==> config.mk <==
export PLATFORM = sky130hd
export DESIGN_NAME = lstm_seq_ctrl
export DESIGN_NICKNAME = d
export VERILOG_FILES = /design/src/rtl/lstm_pkg.sv /design/src/rtl/lstm_seq_ctrl.sv
export SDC_FILE = /design/constraint.sdc
export NUM_CORES = 1
export LEC_CHECK = 0
export ABC_AREA = 0
export CAP_MARGIN = 20
export CORE_ASPECT_RATIO = 1.25
export CORE_MARGIN = 3
export CORE_UTILIZATION = 35
export CTS_BUF_LIST = sky130_fd_sc_hd__clkbuf_8
export CTS_CLUSTER_DIAMETER = 100
export DETAILED_ROUTE_END_ITERATION = 16
export GPL_TIMING_DRIVEN = 0
export HOLD_SLACK_MARGIN = 0.05
export PLACE_DENSITY = 0.65
export SLEW_MARGIN = 5
export SYNTH_ARGS = -nofsm -noshare
export SYNTH_HDL_FRONTEND = slang
export SYNTH_SLANG_ARGS = --single-unit
==> constraint.sdc <==
create_clock -name clk -period 4.82 [get_ports clk]
set_input_delay 0.723 -clock clk [delete_from_list [all_inputs] [get_ports clk]]
set_output_delay 0.723 -clock clk [all_outputs]
set_load 0.02 [all_outputs]
==> src/rtl/lstm_pkg.sv <==
// rtl/lstm_pkg.sv - shared defaults and FSM state type for the lstm cell sequencer
package lstm_pkg;

  localparam int LSTM_DATA_WIDTH  = 16;
  localparam int LSTM_FRACT_WIDTH = 8;
  localparam int LSTM_LEN_W       = 8;
  localparam int LSTM_CELL_LAT    = 2;

  typedef enum logic [1:0] {
    IDLE = 2'd0,
    LOAD = 2'd1,
    EVAL = 2'd2,
    EMIT = 2'd3
  } lstm_state_t;

endpackage

==> src/rtl/lstm_seq_ctrl.sv <==
// rtl/lstm_seq_ctrl.sv - runs a combinational lstm_cell over a sequence of timesteps
// Owns the recurrent c/h state; the cell path is treated as a CELL_LAT-cycle multicycle path.
module lstm_seq_ctrl
  import lstm_pkg::*;
#(
  parameter int DATA_WIDTH  = LSTM_DATA_WIDTH,
  parameter int FRACT_WIDTH = LSTM_FRACT_WIDTH,
  parameter int LEN_W       = LSTM_LEN_W,
  parameter int CELL_LAT    = LSTM_CELL_LAT
) (
  input  logic                  clk,
  input  logic                  rst,
  input  logic                  start,
  input  logic [LEN_W-1:0]      seq_len,
  output logic                  busy,
  output logic                  done,
  output logic [LEN_W-1:0]      t_idx,
  input  logic                  x_valid,
  output logic                  x_ready,
  input  logic [DATA_WIDTH-1:0] x_data,
  output logic                  h_valid,
  input  logic                  h_ready,
  output logic [DATA_WIDTH-1:0] h_data,
  output logic [DATA_WIDTH-1:0] c_final,
  output logic [DATA_WIDTH-1:0] cell_x,
  output logic [DATA_WIDTH-1:0] cell_c,
  output logic [DATA_WIDTH-1:0] cell_h,
  input  logic [DATA_WIDTH-1:0] cell_c_out,
  input  logic [DATA_WIDTH-1:0] cell_h_out
);

  localparam int LAT_W = (CELL_LAT > 1) ? $clog2(CELL_LAT) : 1;
  localparam logic [LAT_W-1:0] LAT_LAST = LAT_W'(CELL_LAT - 1);

  // Fixed-point format is only carried through; the block never does arithmetic on data.
  if (FRACT_WIDTH >= DATA_WIDTH || CELL_LAT < 1) begin : g_param_range
  end

  lstm_state_t           r_state;
  logic [LEN_W-1:0]      r_len;
  logic [LEN_W-1:0]      r_t;
  logic [LAT_W-1:0]      r_lat;
  logic [DATA_WIDTH-1:0] r_x;
  logic [DATA_WIDTH-1:0] r_c;
  logic [DATA_WIDTH-1:0] r_h;
  logic [DATA_WIDTH-1:0] r_c_final;
  logic                  r_busy;
  logic                  r_done;
  logic                  r_x_ready;
  logic                  r_h_valid;

  logic                  w_last_step;

  // Compare against len-1 rather than counting to len so a max-length run never wraps t_idx.
  assign w_last_step = (r_t == (r_len - 1'b1));

  always_ff @(posedge clk or negedge rst) begin
    if (!rst) begin
      r_state   <= IDLE;
      r_len     <= '0;
      r_t       <= '0;
      r_lat     <= '0;
      r_x       <= '0;
      r_c       <= '0;
      r_h       <= '0;
      r_c_final <= '0;
      r_busy    <= 1'b0;
      r_done    <= 1'b0;
      r_x_ready <= 1'b0;
      r_h_valid <= 1'b0;
    end else begin
      r_done <= 1'b0;
      unique case (r_state)
        IDLE: begin
          if (start) begin
            if (seq_len == '0) begin
              r_done <= 1'b1;
            end else begin
              r_len     <= seq_len;
              r_t       <= '0;
              r_c       <= '0;
              r_h       <= '0;
              r_busy    <= 1'b1;
              r_x_ready <= 1'b1;
              r_state   <= LOAD;
            end
          end
        end
        LOAD: begin
          if (x_valid) begin
            r_x       <= x_data;
            r_x_ready <= 1'b0;
            r_lat     <= '0;
            r_state   <= EVAL;
          end
        end
        EVAL: begin
          // Cell inputs are held constant here, so the capture sees fully settled outputs.
          if (r_lat == LAT_LAST) begin
            r_c       <= cell_c_out;
            r_h       <= cell_h_out;
            r_h_valid <= 1'b1;
            r_state   <= EMIT;
          end else begin
            r_lat <= r_lat + 1'b1;
          end
        end
        EMIT: begin
          if (h_ready) begin
            r_h_valid <= 1'b0;
            if (w_last_step) begin
              r_c_final <= r_c;
              r_done    <= 1'b1;
              r_busy    <= 1'b0;
              r_state   <= IDLE;
            end else begin
              r_t       <= r_t + 1'b1;
              r_x_ready <= 1'b1;
              r_state   <= LOAD;
            end
          end
        end
        default: r_state <= IDLE;
      endcase
    end
  end

  assign busy    = r_busy;
  assign done    = r_done;
  assign t_idx   = r_t;
  assign x_ready = r_x_ready;
  assign h_valid = r_h_valid;
  assign h_data  = r_h;
  assign c_final = r_c_final;
  assign cell_x  = r_x;
  assign cell_c  = r_c;
  assign cell_h  = r_h;

endmodule

**Yosys cells after proc, flatten, opt, wreduce, memory -nomap -nowiden**

Index checks and enable logic that the tools add are counted.

- Logic and storage cells: 81
- Bits in read-only memories: 0
- Output and inout port bits: 92
- Memories: 0
- Bits in latches: 0
- RAM bits: 0
- Register bits: 87
- Input bits: 61

- Mux-type cells: 37
- Shifts and indexed selects: 0
- Add/sub/neg operators: 3
- Bitwise operators: 1
- Div/mod/pow operators: 0
- Multiply operators: 0
- Equality and inequality tests: 11
- Order comparisons: 0
- Reductions and logical operators: 17

Operators by type and width:

| kind | count |
|---|---|
| $mux W16 | 4 |
| $pmux W16 S2 | 2 |
| $mux W8 | 4 |
| $pmux W8 S2 | 1 |
| $mux W1 | 15 |
| $reduce_and A5 Y1 | 3 |
| $ne A2 B2 Y1 const B | 7 |
| $mux W2 | 5 |
| $reduce_and A3 Y1 | 3 |
| $add A8 B1 Y8 const B | 1 |
| $eq A8 B8 Y1 | 1 |
| $logic_not A8 Y1 | 1 |
| $pmux W1 S2 | 4 |
| $pmux W2 S4 | 1 |
| $reduce_bool A2 Y1 | 4 |
| $sub A8 B1 Y8 const B | 1 |
| $reduce_and A6 Y1 | 1 |
| $eq A2 B2 Y1 const B | 2 |
| $reduce_and A2 Y1 | 2 |
| $reduce_and A4 Y1 | 1 |
| $pmux W1 S3 | 1 |
| $reduce_bool A3 Y1 | 1 |
| $eq A2 B1 Y1 const B | 1 |
| $logic_not A2 Y1 | 1 |
| 2 further kinds | 2 |

**Longest topological paths before layout**

- Depth in word-level cells: 5
- Gate-level depth with buffers: 11
- Gate-level depth less buffers: 8

**Worst setup path after synthesis**

OpenSTA, ideal clock, no wires.

- Path kind: in2reg
- Start: input seq_len[5]
- End: register r_t[3], in the netlist t_idx[3]
- Data arrival time: 2,211 ps
- Path slack: 2,475 ps
- Setup time: 134 ps
- Stages: 7
- Buffers on the path: 1
- Required time: 4,686 ps
- Path through: or4_1 > o21ai_1 > a211o_1 > clkbuf_1 > nor3_1 > o211ai_1 > o211ai_1

- Word-level cells in the longest chain between the ends: 3

RTL lines:

| element | line | text |
|---|---|---|
| start, declared | lstm_seq_ctrl.sv:14 | `input logic [LEN_W-1:0] seq_len,` |
| $logic_not A8 Y1 | lstm_seq_ctrl.sv:76 | `if (seq_len == '0) begin` |
| $ne A2 B2 Y1 (no line) | -- |  |
| $reduce_and A5 Y1 (no line) | -- |  |
| end signal, assigned | lstm_seq_ctrl.sv:117 | `r_t <= r_t + 1'b1;` |
| end, declared | lstm_seq_ctrl.sv:41 | `logic [LEN_W-1:0] r_t;` |

No other way between the ends.
A chain may end at the register's enable or synchronous reset.

**Final worst setup path**

- Start: input seq_len[1]
- End: register r_t[2], in the netlist t_idx[2]

Same word-level chain as after synthesis.

==> results.md <==
* Main combinational cell family by area after synthesis: simple AND/OR/NAND/NOR gates
* Worst R2R Path Depth at 10
* Grt met3 use at under 10%
* Clock latency on the worst-skew pair at roughly 0.35 ns
* Dpl hpwl at 8541 microns
* Busiest grt layer: met2
* Final setup fails at 0
* CP arrival at 3.09 ns
* Number of distinct library cells after synthesis at 48
* Clk pwr share at between 10% and 20%
* CTS HTree Levels at 3
* Logic pwr share at 54.8%
* # fillers at between 1,000 and 1,500
* Routed length per placed instance at 15.37 microns
* Post-Synth Adder-Cell Area at ~2.1%
* Worst vdd ir at between 200 and 300 uV
* CTS tree: done
* Total number of vias at 3,528
* Std-Cell Rows at 44
* CP Cell Sequence: clkdlybuf4s50_1, or4_1, o21ai_1, a211o_1, clkbuf_1, nor3_1, o21ai_0, o211ai_1
* Core area at around 12,000 sq um
* Commonest cells after routing, fill and taps aside: 151 x clkdlybuf4s50_1, 90 x nand2_1, 87 x dfrtp_1, 43 x o21ai_0, 28 x mux2_2
* Req. time, crit path at just over 5 ns
* # hold bufs at CTS at 0
* Post-Synth Simple-Gate Area at ~15%
* 1st-iter DRT viols at 160
* Total die area at around 13,000 sq um
* # DRC at 0
* Final cycle utilization of the critical path at about three fifths
* Antenna-violating nets left at 0
* Max Freq at approximately 350 MHz
* Largest net degree at the start of global routing at 49
* DR pass1 iterations at 4
* Startpoint types: primary input
* Clk slew on worst S/H paths at 0.10 ns
* Cell count after synthesis at roughly 410
* Starting Density at between 30% and 40%
* Post-route minimum period at around 2.9 ns
* CTS Buffer Depth at 2
* Post-synth EDFFs at 0
* Slowest stage cell, crit path: or4_1
* CP Max Fanout at 10
* Register area share after synthesis at between 50% and 60%
* XOR/XNOR Fraction of Synth Area at between 2 and 2.5%
* Proportion of synthesized area in mux cells at a little over a tenth
* Max-cap violation count at 0
* Status: completed
* Clk_skew at roughly 0.015 ns
* Sink Count at between 80 and 90
* Synthesized flop and latch total at 87
* Post-Layout Cell Count at 735
* Total power at 0.003890 W
* Fraction of registers with async set/reset at 100.0%
* Area share of the largest cell type after synthesis at a little over half
* First-pass GRT wire length at between 15,000 and 20,000 microns
* Tightest Pin Transition at between 0.7 and 0.8 ns
* CTS root buf: clkbuf_8
* Internal power at 0.002219 W
* Crit Path Class: in2reg
* Switching share of power at around 43%
* Total gr overflow at 0
* Leak at between 2 and 3 nW
* Hold Vio Cnt, Final at 0
* Relative slew slack at 52.88%
* Routed WL at 11,300 microns
* Cell total after placement at 719
* Antenna Cells at 0
* Net Count, Synth at approximately 470
* Met1 Resource Use GR at a little over a fifth
* Top cells by area, synth: dfrtp_1 52%, nand2_1 8.1%, mux2_2 7.5%, o21ai_0 5.1%, mux2_4 3.2%
* Total track usage at about 17%
* Sequential fraction of design power at approximately a third
* Initial antenna violation count at 0
* Vias in the first global route at approximately 3,500
* Post-CTS sizing at 0
* Layout cells sized above 1 at 13.94%
* Die height at approximately 130 microns
* # IOs at around 150
* Syn_area_per_cell at ~10 sq um
* YS warnings at 0
* Max Slew Vio Count at 0
* Inserted Clock Buffers at 9
* Crit path capture type: flop
* R2R Path Start: r_len[0]
* Synth-to-Final Area Change at 46.26%
* Top_reg_cell synth: dfrtp_1
* GP Congestion at roughly 0.83
* Final nets at between 600 and 700
* GR Util met2 at between 20% and 30%
* Power Density at between 600 and 700 nW/um^2
* NetSw at roughly 0.0017 W
* Unrepaired setup endpoints after global routing: false
* Synthesized area at between 4000 and 5000 sq um
* FF-to-FF End: c_final[8]
* Tightest Hold Check Type: in2async
* Compound-cell area share of the yosys netlist at 12.07%
* Die extent in x at roughly 100 microns
* Port Buf Inserts at roughly 150
* Commonest non-fill, non-tap cell in the layout: clkdlybuf4s50_1
* Yosys top cell by area: dfrtp_1
* Post-CTS Setup Repair Bufs at 0
* Reg2Reg Setup Slack at around 2.3 ns
* Vias per cell at roughly 4.8
* Slowest Stage Delay on Critical Path at just under 0.6 ns
## layout make-up
type | instances | area, sq um | share of cell area [%]
clock buffers | 9 | 123.9 | 2.023
plain buffers | 38 | 221.5 | 3.617
repair buffers | 153 | 1539 | 25.13
inverters | 8 | 30.03 | 0.4904
flip-flops and latches | 87 | 2177 | 35.55
multi-input cells | 272 | 1758 | 28.71
well taps | 161 | 201.4 | 3.290
clock inverters | 7 | 72.57 | 1.185
## Yosys cell counts (all sizes together), types with 4 or more instances
master / n
nand2: 91
dfrtp: 87
o21ai: 44
mux2: 37
buf: 21
clkbuf: 17
nor3: 10
o211ai: 10
a21oi: 8
inv: 8
ha: 7
nor2: 7
and3: 6
xnor2: 6
nand3: 4
xor2: 4
## sequential cells by signal, indices dropped and copies added, names as in the netlist
name,count
c_final,16
cell_c,16
cell_h,16
cell_x,16
r_len,8
t_idx,8
r_state,2
busy,1
done,1
h_valid,1
r_lat,1
x_ready,1
## worst max-delay path by stage
stage                     cells after the start       start  slack, ns          to
after global routing                          8  seq_len[1]       1.82    t_idx[2]
after detailed placement                      8  seq_len[1]       1.60    t_idx[2]
final                                         8  seq_len[1]       1.96    t_idx[2]
after global placement                        1         rst      -0.26  cell_x[13]
after floorplan                               7  seq_len[5]       2.48    t_idx[3]
after CTS                                     8  seq_len[1]       1.98  cell_c[13]
## critical path: cells and delay by family
family | cells | cell delay, ns
buf+inv | 2 | 0.80
compound gates | 4 | 0.86
simple gates | 2 | 0.70
## kinds of logic after synthesis
kind of cell             count (synthesis)
buffers and inverters                   46
AO/OA/AOI/OAI                           83
multiplexers                            38
XOR/XNOR                                10
AND/OR/NAND/NOR                        134
adder cells (fa/ha/maj)                  7
flip-flops                              87
## routing by layer
metal  up-vias  share of wire [%]
met3        12                3.3
met2       102                 52
li1       1709                  -
met5         -                  0
met1      1705                 43
met4         0                1.5
## stage by stage
step                cell area (sq um)  worst slack, ns  util, %  hold slack, ns  TNS [ns]
floorplan                        4187            2.475        -          0.4274         0
CTS                              6123            1.984    52.47          0.3994         0
detailed placement               5927            1.596    50.78          0.4923         0
finish                           6123            1.957    52.47          0.3736         0
global placement                 5909          -0.2592    50.63          0.4859    -22.01
global route                     6123            1.815    52.47          0.4125         0
## power groups by stage
| stage | clock network (W) | logic [W] | registers, W |
|---|---|---|---|
| finish | 0.000506 | 0.00213 | 0.00125 |
| floorplan | 0 | 0.000961 | 0.00150 |
| detailed placement | 0 | 0.00214 | 0.00127 |
| global placement | 0 | 0.00210 | 0.00125 |
| global route | 0.000557 | 0.00230 | 0.00130 |
| CTS | 0.000528 | 0.00215 | 0.00125 |
Note: power is estimated with default switching activity, not from simulation.
